$ cat config.mk
export PLATFORM = sky130hd
export DESIGN_NAME = pal_skid_stage
export DESIGN_NICKNAME = d
export VERILOG_FILES = /design/src/rtl/pal_skid_stage.sv
export SDC_FILE = /design/constraint.sdc
export NUM_CORES = 1
export LEC_CHECK = 0
export ABC_AREA = 0
export ABC_CLOCK_PERIOD_IN_PS = 3000
export CORE_UTILIZATION = 54
export DETAILED_ROUTE_END_ITERATION = 12
export GPL_ROUTABILITY_DRIVEN = 0
export MAX_ROUTING_LAYER = met4
export PLACE_DENSITY = 0.94
export SETUP_SLACK_MARGIN = 0.02
export SKIP_CTS_REPAIR_TIMING = 1
export SLEW_MARGIN = 20
export SYNTH_ARGS = -nofsm -noshare
export SYNTH_HDL_FRONTEND = slang
export SYNTH_SLANG_ARGS = --single-unit
$ cat constraint.sdc
create_clock -name i_clk -period 3 [get_ports i_clk]
set_input_delay 0.75 -clock i_clk [delete_from_list [all_inputs] [get_ports i_clk]]
set_output_delay 0.75 -clock i_clk [all_outputs]
set_load 0.03 [all_outputs]
$ cat src/rtl/pal_skid_stage.sv
// Two-entry registered skid stage: tags each accepted beat and supports a synchronous flush.
// The first beat appears one cycle after accept. o_ready comes only from the state register, so there is no ready feed-through.
module pal_skid_stage #(
  parameter int W_DATA = 32,
  parameter int W_TAG  = 4
) (
  input  logic              i_clk,
  input  logic              resetn,
  input  logic              i_flush,
  input  logic              i_valid,
  output logic              o_ready,
  input  logic [W_DATA-1:0] i_data,
  output logic              o_valid,
  input  logic              i_ready,
  output logic [W_DATA-1:0] o_data,
  output logic [W_TAG-1:0]  o_tag,
  output logic [1:0]        o_count
);

  typedef enum logic [1:0] {
    EMPTY = 2'd0,
    ONE   = 2'd1,
    FULL  = 2'd2
  } state_t;

  state_t            state_q, state_d;
  logic [W_DATA-1:0] m_dat_q, m_dat_d;
  logic [W_DATA-1:0] s_dat_q, s_dat_d;
  logic [W_TAG-1:0]  m_tag_q, m_tag_d;
  logic [W_TAG-1:0]  s_tag_q, s_tag_d;
  logic [W_TAG-1:0]  tag_cnt_q, tag_cnt_d;
  logic              accept;
  logic              emit;

  assign o_ready = (state_q != FULL);
  assign o_valid = (state_q != EMPTY);
  assign accept  = i_valid & o_ready;
  assign emit    = o_valid & i_ready;
  assign o_data  = m_dat_q;
  assign o_tag   = m_tag_q;

  always_comb begin
    o_count = 2'd0;
    case (state_q)
      ONE:     o_count = 2'd1;
      FULL:    o_count = 2'd2;
      default: o_count = 2'd0;
    endcase
  end

  always_comb begin
    state_d   = state_q;
    m_dat_d   = m_dat_q;
    m_tag_d   = m_tag_q;
    s_dat_d   = s_dat_q;
    s_tag_d   = s_tag_q;
    tag_cnt_d = tag_cnt_q;
    // A flush discards any beat accepted in the same cycle, tag included.
    if (i_flush) begin
      state_d = EMPTY;
    end else begin
      if (accept) tag_cnt_d = tag_cnt_q + {{(W_TAG-1){1'b0}}, 1'b1};
      case (state_q)
        EMPTY: begin
          if (accept) begin
            m_dat_d = i_data;
            m_tag_d = tag_cnt_q;
            state_d = ONE;
          end
        end
        ONE: begin
          if (accept && !emit) begin
            s_dat_d = i_data;
            s_tag_d = tag_cnt_q;
            state_d = FULL;
          end else if (emit && !accept) begin
            state_d = EMPTY;
          end else if (accept && emit) begin
            m_dat_d = i_data;
            m_tag_d = tag_cnt_q;
          end
        end
        FULL: begin
          if (emit) begin
            m_dat_d = s_dat_q;
            m_tag_d = s_tag_q;
            state_d = ONE;
          end
        end
        default: state_d = EMPTY;
      endcase
    end
  end

  always_ff @(posedge i_clk or negedge resetn) begin
    if (!resetn) begin
      state_q   <= EMPTY;
      m_dat_q   <= '0;
      m_tag_q   <= '0;
      s_dat_q   <= '0;
      s_tag_q   <= '0;
      tag_cnt_q <= '0;
    end else begin
      state_q   <= state_d;
      m_dat_q   <= m_dat_d;
      m_tag_q   <= m_tag_d;
      s_dat_q   <= s_dat_d;
      s_tag_q   <= s_tag_d;
      tag_cnt_q <= tag_cnt_d;
    end
  end

endmodule
==> results.rst <==
.. list-table::
   :header-rows: 1

   * - Metric
     - Value
   * - Result of the run
     - finished, final reports clean
   * - Min setup slack post-route
     - 0.3238 ns
   * - Total Nets Final
     - 340
   * - Number of clock buffers inserted by TritonCTS
     - 9
   * - Most numerous cell in the Yosys netlist
     - sky130_fd_sc_hd__mux2_2
   * - Most used standard cells in the synthesized netlist
     - 109 x sky130_fd_sc_hd__mux2_2, 78 x sky130_fd_sc_hd__dfrtp_1, 7 x sky130_fd_sc_hd__buf_2
   * - Placed wire-length estimate after detailed placement
     - 4.036 mm
   * - IO Count
     - 77
   * - Fraction of registers with async set/reset
     - 100.0%
   * - RSZ-0062 raised after global routing
     - false
   * - Period minus WS final
     - 2.676 ns
   * - Maximum buffer depth of the clock tree
     - 2
   * - Worst Setup Start Kind
     - flop
   * - Cell area after synthesis
     - 3425 sq um
   * - Total DRC errors in the routed layout
     - 0
   * - Insertion delay to the later sink of the worst-skew pair
     - 0.34 ns
   * - Clock root buffer
     - sky130_fd_sc_hd__clkbuf_8
   * - Number of instances in the synthesized netlist
     - 222
   * - Initial core utilization
     - 56.83%
   * - Max FO, Critical Path
     - 10
   * - Distinct cell type count after synthesis
     - 24
   * - Data arrival at the endpoint of the critical path
     - 1.93 ns
   * - Number of maximum-capacitance constraint violations
     - 0
   * - Pins Over Slew Limit
     - 0
   * - Iteration count of the initial detailed-routing pass
     - 2
   * - Fraction of the cycle the final worst path needs
     - 89.21%
   * - RR Startpoint
     - state_q[1]
   * - Final clock skew
     - 0.01110 ns
   * - Critical path origin
     - state_q[1]
   * - Pwr/cell area
     - 717.6 nW/um^2
   * - Actual slew at the worst max-slew pin
     - 0.9409 ns
   * - Met3 Use GR
     - 5.111%
   * - Clock Sinks
     - 78
   * - Max transition margin
     - 37.27%
   * - Library cell occupying the most area in the post-synthesis netlist
     - sky130_fd_sc_hd__dfrtp_1
   * - Layout-stage area growth over the synthesis result
     - 29.89%
   * - Total wire length
     - 6.051 mm
   * - Number of input and output port buffers inserted
     - 76
   * - ANT nets after route
     - 0
   * - Via count of the routed design
     - 2036
   * - Synthesized area per cell
     - 15.43 sq um
   * - Hold violation count in the final report
     - 0
   * - Type of the worst min-delay path
     - flop to flop
   * - Layout Utilization
     - 73.82%
   * - Initial detailed-routing violation count
     - 115
   * - Pwr Total
     - 3.192 mW
   * - Proportion of netlist area held by the largest area contributor
     - 57.00%
   * - Worst setup slack after placement
     - 0.3946 ns
   * - Wire length of the first global-routing pass
     - 9.825 mm
   * - Full die area
     - 6664 sq um
   * - H-tree levels
     - 3
   * - Total nets after synthesis
     - 260
   * - Static Leak
     - 1.853 nW
   * - Cell types occupying the most area after synthesis
     - sky130_fd_sc_hd__dfrtp_1 57%, sky130_fd_sc_hd__mux2_2 36%, sky130_fd_sc_hd__buf_2 1.0%
   * - Diode count
     - 0
   * - Drt wl/cell
     - 15.84 microns
   * - Placed instance count
     - 366
   * - Drt via density
     - 5.330
   * - Clock-pin transition on the worst setup and hold timing paths
     - 0.07 ns
   * - Final Setup Violations
     - 0
   * - Ratio of cells with drive above 1 in the final layout
     - 44.30%
   * - Floorplan die height
     - 81.64 microns
   * - Number of synthesized register bits
     - 78
   * - Critical path capture point type
     - output port
   * - Maximum clock rate
     - 373.7 MHz
   * - Global-route met2 utilization
     - 34.17%
   * - Horiz. Die Dim
     - 81.64 microns
   * - TNS Setup
     - 0 ns
   * - Number of global-route vias before repair
     - 2066
   * - Number of standard cells in the final layout excluding fillers
     - 382
   * - Global-route total usage across every layer
     - 20.96%
   * - Critical path class
     - flop to output port
   * - Dominant synthesized flop cell
     - sky130_fd_sc_hd__dfrtp_1
   * - Largest net degree at the start of global routing
     - 79
   * - Congestion Overflow GR
     - 0
   * - Met1 Usage GRT
     - 24.63%
   * - Worst Path Required
     - 2.25 ns
   * - Antenna violations before repair
     - 0
   * - VDD IR max
     - 0.4087 mV
   * - Area of the multi-input gates
     - 1404 sq um
   * - Site Rows
     - 28
   * - Clock tree from TritonCTS
     - yes
   * - Count of warnings emitted by yosys
     - 0
   * - Share of synthesized area occupied by flip-flops and latches
     - 57.00%
   * - Core region area
     - 6026 sq um
   * - Sequential Area
     - 1952 sq um
   * - Worst min-delay path startpoint
     - tag_cnt_q[3]
   * - Number of flops mapped to enable cells by yosys
     - 0
   * - Filler Cell Count
     - 415
   * - Most crowded layer after global routing
     - met2
==> worst max-delay path: stages, from the launching register on <==
cell and delay (ns):
sky130_fd_sc_hd__dfrtp_1 0.48, sky130_fd_sc_hd__nor2b_4 0.37, sky130_fd_sc_hd__clkdlybuf4s50_1 0.74
==> placed cells by master, fill, tap and decap left out <==
cell / count
sky130_fd_sc_hd__a21oi_1: 3
sky130_fd_sc_hd__a21oi_4: 1
sky130_fd_sc_hd__buf_12: 2
sky130_fd_sc_hd__buf_4: 2
sky130_fd_sc_hd__clkbuf_8: 11
sky130_fd_sc_hd__clkdlybuf4s50_1: 75
sky130_fd_sc_hd__clkinv_2: 2
sky130_fd_sc_hd__clkinv_4: 1
sky130_fd_sc_hd__clkinvlp_4: 2
sky130_fd_sc_hd__dfrtp_1: 78
sky130_fd_sc_hd__ha_1: 1
sky130_fd_sc_hd__inv_1: 2
sky130_fd_sc_hd__mux2_2: 109
sky130_fd_sc_hd__nand2_1: 1
sky130_fd_sc_hd__nand3_1: 1
sky130_fd_sc_hd__nand3_2: 1
sky130_fd_sc_hd__nand4_1: 1
sky130_fd_sc_hd__nor2_1: 2
sky130_fd_sc_hd__nor2_2: 1
sky130_fd_sc_hd__nor2b_2: 1
sky130_fd_sc_hd__nor2b_4: 1
sky130_fd_sc_hd__nor3_1: 1
sky130_fd_sc_hd__nor3b_1: 1
sky130_fd_sc_hd__nor3b_2: 1
sky130_fd_sc_hd__o21ai_1: 1
sky130_fd_sc_hd__o22a_1: 1
sky130_fd_sc_hd__or2_2: 1
sky130_fd_sc_hd__xnor2_1: 2
sky130_fd_sc_hd__xor2_1: 1
==> registers in the layout, indices dropped and copies added (netlist names) <==
name	flops
s_tag_q	4
o_data	32
o_tag	4
tag_cnt_q	4
state_q	2
s_dat_q	32
==> path summary, 6_finish.rpt <==
check	cells after the start	slack [ns]	to
min	1	0.49	tag_cnt_q[3]
max reg2reg	4	0.93	o_data[5]
min in group asynchronous	1	0.56	s_dat_q[16]
min reg2reg	1	0.49	tag_cnt_q[3]
max	2	0.32	o_count[1]
max in group asynchronous	1	1.85	o_data[28]
==> area by class of cell <==
class | count | share of cell area (%)
Clock inverter | 5 | 0.7595
Timing Repair Buffer | 79 | 18.12
Inverter | 2 | 0.1688
Sequential cell | 78 | 43.88
Multi-Input combinational cell | 132 | 31.56
Clock buffer | 11 | 3.404
Tap cell | 75 | 2.110
==> per-layer routing <==
layer,vias to the layer above,routed length (microns)
met5,-,0
met4,0,112
met3,9,291
met2,52,3014
met1,1017,2633
li1,958,-
==> report_power, final <==
group | leakage (nW) | total [mW] | switching, mW | internal, mW
clock | 0.0913 | 0.716 | 0.372 | 0.344
sequential | 0.942 | 1.51 | 0.164 | 1.34
combinational | 0.820 | 0.967 | 0.446 | 0.521
==> kinds of logic (layout without fill, tap and decap cells) <==
family          Yosys count  count (layout)  share of synthesized area, %
xor+xnor                  3               3                        0.7674
fa+ha+maj                 1               1                        0.3653
compound gates            6               6                         1.315
flops                    78              78                         57.00
buf+inv                  12              97                         2.229
mux                     109             109                         35.84
simple gates             13              13                         2.485
==> through the flow <==
step | instance area, sq um | hold WS [ns]
after floorplan | 3425 | 0.4544
after global placement | 4263 | 0.4822
after detailed placement | 4263 | 0.4840
after CTS | 4448 | 0.4970
after global routing | 4448 | 0.5175
final | 4448 | 0.4919
(Power assumes the default switching activity.)
